===== config.mk =====
export PLATFORM = sky130hd
export DESIGN_NAME = obstacle_track
export DESIGN_NICKNAME = d
export VERILOG_FILES = /design/src/rtl/dino_pkg.sv /design/src/rtl/dino_lfsr.sv /design/src/rtl/obstacle_track.sv
export SDC_FILE = /design/constraint.sdc
export NUM_CORES = 1
export LEC_CHECK = 0
export BUFFER_PORTS_ARGS = -buffer_cell sky130_fd_sc_hd__buf_2
export CAP_MARGIN = 20
export CORE_MARGIN = 3
export CORE_UTILIZATION = 50
export CTS_BUF_LIST = sky130_fd_sc_hd__clkbuf_16
export DETAILED_ROUTE_END_ITERATION = 6
export PLACE_DENSITY_LB_ADDON = 0.08
export SLEW_MARGIN = 20
export SYNTH_ARGS = -nofsm -noshare
export SYNTH_HDL_FRONTEND = slang
export SYNTH_HIERARCHICAL = 1
export SYNTH_SLANG_ARGS = --single-unit
export TNS_END_PERCENT = 20

===== constraint.sdc =====
create_clock -name C -period 2.6 [get_ports C]
set_clock_uncertainty 0.1 [all_clocks]
set_input_delay 0.78 -clock C [delete_from_list [all_inputs] [get_ports C]]
set_output_delay 0.78 -clock C [all_outputs]
set_load 0.01 [all_outputs]

===== src/rtl/dino_pkg.sv =====
// Shared types and constants for the dino runner game core.
// Covers game state encoding, phase limit and LFSR parameters.
package dino_pkg;

  typedef enum logic [1:0] {
    ST_IDLE = 2'd0,
    ST_RUN  = 2'd1,
    ST_OVER = 2'd2
  } game_st_t;

  localparam logic [2:0] PHASE_MAX = 3'd5;
  localparam logic [7:0] LFSR_TAPS = 8'hB8;
  localparam logic [7:0] SEED_DEF  = 8'hA5;

  function automatic logic [7:0] lfsr_next(
    input logic [7:0] s
  );
    lfsr_next = s >> 1;
    if (s[0]) lfsr_next = lfsr_next ^ LFSR_TAPS;
  endfunction

endpackage


===== src/rtl/dino_lfsr.sv =====
// 8-bit Galois LFSR with synchronous seed load and step enable.
// Reset and load both return the register to the seed value.
module dino_lfsr
  import dino_pkg::*;
#(
  parameter logic [7:0] SEED = SEED_DEF
) (
  input  logic       i_clk,
  input  logic       i_rst_n,
  input  logic       i_load,
  input  logic       i_en,
  output logic [7:0] o_q
);

  logic [7:0] r_q;

  always_ff @(posedge i_clk) begin
    if (!i_rst_n || i_load) begin
      r_q <= SEED;
    end else if (i_en) begin
      r_q <= lfsr_next(r_q);
    end
  end

  assign o_q = r_q;

endmodule


===== src/rtl/obstacle_track.sv =====
// Obstacle lane, jump timer, score and IDLE/RUN/OVER game FSM.
// One game step per change of the upstream phase counter.
module obstacle_track
  import dino_pkg::*;
#(
  parameter int         LANE_LEN  = 16,
  parameter int         MIN_GAP   = 3,
  parameter int         AIR_TICKS = 4,
  parameter logic [7:0] LFSR_SEED = SEED_DEF,
  parameter int         SCORE_W   = 10
) (
  input  logic                C,
  input  logic                rst_n,
  input  logic [2:0]          phase,
  input  logic                jump_btn,
  input  logic                start_btn,
  output logic [LANE_LEN-1:0] lane,
  output logic                dino_air,
  output logic                game_over,
  output logic                running,
  output logic [SCORE_W-1:0]  score,
  output logic                step
);

  localparam int AW = $clog2(AIR_TICKS + 1);
  localparam int GW = $clog2(MIN_GAP + 1);

  game_st_t            r_state;
  game_st_t            w_state_nx;
  logic [LANE_LEN-1:0] r_lane;
  logic [LANE_LEN-1:0] w_lane_nx;
  logic [SCORE_W-1:0]  r_score;
  logic [SCORE_W-1:0]  w_score_nx;
  logic [AW-1:0]       r_air;
  logic [AW-1:0]       w_air_nx;
  logic [GW-1:0]       r_gap;
  logic [GW-1:0]       w_gap_nx;
  logic [2:0]          r_phase_q;
  logic                r_jump_q;
  logic                r_start_q;

  logic [7:0] w_lfsr;
  logic       w_phase_ok;
  logic       w_raw_step;
  logic       w_jump_rise;
  logic       w_start_rise;
  logic       w_air;
  logic       w_collide;
  logic       w_spawn;
  logic       w_restart;
  logic       w_adv;

  assign w_phase_ok   = (phase <= PHASE_MAX);
  assign w_raw_step   = (phase != r_phase_q) && w_phase_ok;
  assign w_jump_rise  = jump_btn & ~r_jump_q;
  assign w_start_rise = start_btn & ~r_start_q;
  assign w_air        = (r_air != '0);
  assign w_collide    = r_lane[0] && !w_air;
  assign w_spawn      = (w_lfsr[1:0] == 2'b00)
                     && (r_gap >= GW'(MIN_GAP));
  assign w_restart    = w_start_rise && (r_state != ST_RUN);
  assign w_adv        = (r_state == ST_RUN)
                     && !w_collide && w_raw_step;

  // Spawn uses the pre-advance value, so the LFSR steps with the lane.
  dino_lfsr #(
    .SEED (LFSR_SEED)
  ) u_lfsr (
    .i_clk   (C),
    .i_rst_n (rst_n),
    .i_load  (w_restart),
    .i_en    (w_adv),
    .o_q     (w_lfsr)
  );

  always_comb begin
    w_state_nx = r_state;
    w_lane_nx  = r_lane;
    w_score_nx = r_score;
    w_air_nx   = r_air;
    w_gap_nx   = r_gap;
    unique case (r_state)
      ST_RUN: begin
        if (w_collide) begin
          w_state_nx = ST_OVER;
        end else begin
          if (w_raw_step) begin
            w_lane_nx = {w_spawn, r_lane[LANE_LEN-1:1]};
            if (r_lane[0] && (r_score != '1))
              w_score_nx = r_score + 1'b1;
            if (w_spawn)
              w_gap_nx = '0;
            else if (r_gap < GW'(MIN_GAP))
              w_gap_nx = r_gap + 1'b1;
            if (w_air)
              w_air_nx = r_air - 1'b1;
          end
          // Gated on the pre-step timer: a 1->0 landing eats the press.
          if (w_jump_rise && !w_air)
            w_air_nx = AW'(AIR_TICKS);
        end
      end
      ST_IDLE, ST_OVER: begin
        if (w_start_rise) begin
          w_state_nx = ST_RUN;
          w_lane_nx  = '0;
          w_score_nx = '0;
          w_air_nx   = '0;
          w_gap_nx   = '0;
        end
      end
      default: w_state_nx = ST_IDLE;
    endcase
  end

  always_ff @(posedge C) begin
    if (!rst_n) begin
      r_state   <= ST_IDLE;
      r_lane    <= '0;
      r_score   <= '0;
      r_air     <= '0;
      r_gap     <= '0;
      r_phase_q <= phase;
      r_jump_q  <= 1'b0;
      r_start_q <= 1'b0;
    end else begin
      r_state   <= w_state_nx;
      r_lane    <= w_lane_nx;
      r_score   <= w_score_nx;
      r_air     <= w_air_nx;
      r_gap     <= w_gap_nx;
      if (w_phase_ok)
        r_phase_q <= phase;
      r_jump_q  <= jump_btn;
      r_start_q <= start_btn;
    end
  end

  assign lane      = r_lane;
  assign dino_air  = w_air;
  assign game_over = (r_state == ST_OVER);
  assign running   = (r_state == ST_RUN);
  assign score     = r_score;
  assign step      = w_raw_step && (r_state == ST_RUN);

endmodule


-- Yosys cells after proc, flatten, opt, wreduce, memory -nomap -nowiden
Cells that the tools add are included.
- register bits: 46
- word-level logic and storage cells: 84
- add/sub/neg operators: 3
- order comparisons: 3
- eq/ne operators: 14
- muxes and demuxes: 27
- bitwise logic cells: 5
- reduce and logical (&&, ||, !) cells: 23
- operator list (cell ; count):
    16-bit 2-to-1 mux ; 3
    10-bit 2-to-1 mux ; 4
    16-bit one-hot mux with 2 select lines ; 1
    3-bit 2-to-1 mux ; 7
    10-bit one-hot mux with 2 select lines ; 1
    5-bit AND reduction ; 3
    2-bit 2-to-1 mux ; 7
    10-bit by 1-bit adder with 10-bit output, second input constant ; 1
    10-bit != test, second input constant ; 1
    2-bit by 1-bit != test with 1-bit output, second input constant ; 5
    1-bit logical AND ; 9
    3-bit by 1-bit != test with 1-bit output, second input constant ; 3
    8-bit 2-to-1 mux ; 1
    2-bit one-hot mux with 2 select lines ; 2
    3-bit one-hot mux with 2 select lines ; 1
    2-bit zero test ; 2
    2-bit != test, second input constant ; 2
    3-bit NOT with 4-bit output ; 1
    4-bit AND reduction ; 1
    3-bit less-or-equal comparator, second input constant ; 1
    1-bit zero test ; 3
    3-bit != test ; 1
    3-bit nonzero test ; 1
    3-bit by 1-bit subtractor with 3-bit output, second input constant ; 1
    11 further kinds ; 13

-- Depth between registers and ports, before layout
- depth after elaboration: 6
- gate-level depth with buffers: 11

-- Modules after synthesis
The synthesis kept the hierarchy.
- modules (own cells, without submodules) (module ; instances ; cells an instance ; area an instance (µm²) ; seq. area each (µm²)):
    obstacle_track ; 1 ; 222 ; 1983.2 ; 790.8
    dino_lfsr ; 1 ; 31 ; 317.8 ; 160.2

-- Worst setup path after synthesis
No wires, ideal clock.
- kind: input -> register
- from: in phase[0]
- to: reg u_lfsr.r_q[0], in the netlist u_lfsr/o_q[0]
- library setup time: 0.124 ns
- arrival: 2.309 ns
- path slack: 0.067 ns
- stages on the path: 9
- buffers on the path: 3
- path through: xor2_1 -> o31ai_2 -> or3_1 -> buf_6 -> inv_8 -> buf_12 -> buf_4 -> mux2i_1 -> nand2_1
- longest elaborated chain between the ends: 3
- RTL lines (element ; RTL line ; RTL):
    from (decl) ; obstacle_track.sv:14 ; input logic [2:0] phase,
    3-bit less-or-equal comparator / 3-bit != test (equally long branches) ; obstacle_track.sv:53, obstacle_track.sv:54 ;
    1-bit logical AND (*) ; obstacle_track.sv:54 ; assign w_raw_step = (phase != r_phase_q) && w_phase_ok;
    1-bit logical AND (*) ; obstacle_track.sv:63 ; && !w_collide && w_raw_step;
    net w_adv ; obstacle_track.sv:51 ; logic w_adv;
    to (signal assigned) ; dino_lfsr.sv:21 ; r_q <= lfsr_next(r_q);
    to (decl) ; dino_lfsr.sv:15 ; logic [7:0] r_q;
Mark *: on every way through the listed nets, which the timed path passes. The rest lies on a longest branch.
A chain may end at the register's enable or synchronous reset.

-- Worst setup path in the final report
- from: in phase[1]
- to: out step
- longest elaborated chain between the ends: 3
- RTL lines (element ; RTL line ; RTL):
    3-bit less-or-equal comparator / 3-bit != test (equally long branches) ; obstacle_track.sv:53, obstacle_track.sv:54 ;
    1-bit logical AND (*) ; obstacle_track.sv:54 ;
    1-bit logical AND (*) ; obstacle_track.sv:144 ; assign step = w_raw_step && (r_state == ST_RUN);
    to (decl) ; obstacle_track.sv:22 ; output logic step
Every way passes the cells marked *; elsewhere a longest branch is shown, timed or not.

==> results_dict.tcl <==
set metrics [dict create \
    syn_area_um2 2300 \
    p_seq_frac 0.484 \
    dr_total_vias 1955 \
    finalSetupViolCount 1 \
    finalWorstSetupSlack_ns -0.00296 \
    cts_inserted_buffers 5 \
    clk_latency_ns 0.28 \
    globalRouteOverflowTotal 0 \
    relSlewSlack 0.554 \
    worstPathRequired_ns 1.72 \
    rsz0062_at_grt "true" \
    timing.reg2reg.setup_slack_ns 0.34 \
    syn_avg_cell_area_um2 9.09 \
    synth.area.top_cells "dfxtp_1, nand2_1, nand3_1" \
    drtAntennaViolNets 0 \
    fin_crit_sh 1.00 \
    clock-sinks 46 \
    clock_path_buffers 2 \
    path_clk_slew_ns 0.06 \
    num_io_pins 37 \
    hold_depth 2 \
    insertedDiodeCount 0 \
    synth-edff-count 3 \
    critPathMaxStageDelay_ns 0.38 \
    area_growth_pct 18.7 \
    worstPathArrival_ns 1.72 \
    grt_pass1_wl_mm 8.16 \
    combPwrFrac 0.128 \
    wirelength_mm 4.85 \
    holdWs_ns 0.363 \
    cp_cell_sequence "buf_6 -> or3_4 -> a211oi_4 -> nor3_2 -> buf_2" \
    dieHeight_um 73.8 \
    port_buffers 36 \
    route.detailed.drc 0 \
    period_needed_ns 2.60 \
    fin_nets 306 \
    first_global_vias 1817 \
    synth_largest_area_cell "dfxtp_1" \
    r2r-end "score[0]" \
    critical-path-slowest-cell "or3_4" \
    core_um2 4380 \
    clockRootBuffer "clkbuf_16" \
    synth_cell_types 59 \
    ys_seq_elements 46 \
    gp_congestion 0.737 \
    worstMarginPinSlew_ns 0.667 \
    clkPwrFrac 0.388 \
    power.switching_mw 0.385 \
    setup_tns_ns -0.00296 \
    async_flop_share 0 \
    internal_power_mw 1.16 \
    h-tree-depth 2 \
    leakage_nw 1.13 \
    die_w_um 73.8 \
    fp-row-count 24 \
    synth_flop_cell "dfxtp_1" \
    initial_core_util 0.525 \
    layout-drive-gt1-share 0.247 \
    drt-wirelength-per-cell_um 14.0 \
    rr_worst_depth 8 \
    end_kind "output port" \
    r2r-start "r_phase_q[0]" \
    max_freq_mhz 384 \
    antenna_found_initial 0 \
    ir_worst_vdd_mv 0.325 \
    initialDrtViolationCount 118 \
    status "finished with violations" \
    seq_area_frac_synth 0.413 \
    powerDensity_nw_per_um2 566 \
    cts_tree "yes" \
    synth_top_area_share 0.374 \
    path_class "in2out" \
    start_kind "input port" \
    grt_max_degree 33 \
    post-route-util 0.623 \
    grt_use_total 0.188 \
    sw_frac_of_total 0.249 \
    cap_violations 0 \
    hold_start "lane[12]" \
    die_area_um2 5450 \
    postCtsHoldBufs 0 \
    viasPerCell 5.63 \
    syn_nets 264 \
    firstDrtPassIters 4 \
    hold_path.class "reg2reg" \
    hold_violations 0 \
    yosysWarningCount 6 \
    whs_endpoint "lane[11]" \
    nFillCells 381 \
    place_hpwl_mm 3.35 \
    violations "setup timing" \
    maxSlewViolCount 0 \
    crit_fanout 2 \
    syn_inst 253 \
]
==> placed cells by master, fill, tap and decap left out, drive strengths merged, types with 2 or more instances in the layout <==
cell type,count
a211oi,3
a21boi,16
a21o,2
a21oi,5
a31oi,13
a41oi,2
and2,3
and3,2
and3b,2
buf,48
clkbuf,5
clkinv,2
dfxtp,43
edfxtp,3
ha,4
inv,9
mux2i,8
nand2,41
nand2b,2
nand3,23
nand3b,3
nor2,13
nor2b,3
nor3,3
o21ai,8
o31ai,4
or3,3
or4,2
xnor2,3
==> power by group through the flow <==
| stage | logic (mW) | registers, mW | clock network, mW |
|---|---|---|---|
| global placement | 0.188 | 0.762 | 0 |
| global route | 0.219 | 0.750 | 0.650 |
| CTS | 0.194 | 0.747 | 0.619 |
| detailed placement | 0.189 | 0.763 | 0 |
| finish | 0.198 | 0.748 | 0.599 |
| floorplan | 0.144 | 0.757 | 0 |
==> per-layer routing <==
layer  share of wire  global-route usage  vias to the layer above
met5               0                   0                        -
met4           0.011              0.0543                        0
met3           0.040              0.0479                        5
met2            0.47               0.300                       32
met1            0.48               0.250                      927
li1                -                   -                      991
==> flip-flops by register name, indices dropped and copies added (netlist names) <==
register / flops
r_air: 3
lane: 16
score: 10
r_start_q: 1
r_state: 2
r_jump_q: 1
u_lfsr/o_q: 8
r_gap: 2
r_phase_q: 3
==> Yosys cell counts, types with 2 or more instances <==
| cell | number |
|---|---|
| edfxtp_1 | 3 |
| nand3b_1 | 3 |
| a21boi_0 | 6 |
| o21ai_0 | 8 |
| a21boi_1 | 4 |
| or3_1 | 2 |
| ha_1 | 4 |
| and3_1 | 2 |
| and2_1 | 3 |
| nor3_1 | 3 |
| and3b_1 | 2 |
| a31oi_1 | 13 |
| nor2b_1 | 3 |
| a21o_1 | 2 |
| a41oi_1 | 2 |
| inv_1 | 8 |
| o31ai_1 | 3 |
| buf_6 | 2 |
| nand3_1 | 22 |
| a21oi_1 | 5 |
| clkbuf_1 | 6 |
| nor2_1 | 13 |
| mux2i_1 | 8 |
| dfxtp_1 | 43 |
| a211oi_1 | 2 |
| a21boi_2 | 6 |
| xnor2_1 | 3 |
| nand2_1 | 41 |
==> how the worst max path moves through the flow <==
stage                   from             to  slack [ns]  cells after the start
finish              phase[1]           step      -0.003                      5
CTS                 phase[2]           step       -0.07                      5
global placement    phase[1]           step       -0.07                      5
floorplan           phase[0]  u_lfsr/o_q[0]        0.07                      9
detailed placement  phase[1]           step       -0.09                      5
global route        phase[1]           step       -0.03                      5
==> critical path, delay by kind of cell <==
family                 cells  cell delay, ns
AO/OA/AOI/OAI              1            0.25
AND/OR/NAND/NOR            2            0.45
buffers and inverters      2            0.24
==> cell families after synthesis <==
group,count (synthesis),share of synthesized area
and+or+nand+nor,108,0.247
AOI/OAI and AO/OA,61,0.212
DFF,46,0.413
buffers and inverters,22,0.0555
muxes,8,0.0348
xor gates and xnor gates,4,0.0152
adders and majority gates,4,0.0218
==> layout make-up <==
| class | count | area [µm²] | share of cell area |
|---|---|---|---|
| timing repair buffer | 48 | 295 | 0.108 |
| clock inverter | 2 | 10.0 | 0.00366 |
| sequential | 46 | 951 | 0.348 |
| clock buffer | 5 | 125 | 0.0458 |
| inverter | 9 | 41.3 | 0.0151 |
| multi-input combinational | 185 | 1240 | 0.455 |
| tap | 52 | 65.1 | 0.0238 |
==> metrics by stage <==
stage	power, mW	setup slack [ns]	std cells	area [µm²]
4_1_cts	1.56	-0.0650	347	2710
6_report	1.54	-0.00296	347	2730
3_3_place_gp	0.950	-0.0670	338	2550
5_1_grt	1.62	-0.0325	347	2730
2_1_floorplan	0.901	0.0666	253	2300
3_5_place_dp	0.952	-0.0911	338	2550
==> repair_timing <==
action / CTS / global route
endpoints found under the setup margin: 1 / 1
buffers inserted: 2 / 0
pin swaps: 3 / 3
gates resized for setup: 2 / 3
(Power assumes the default switching activity.)
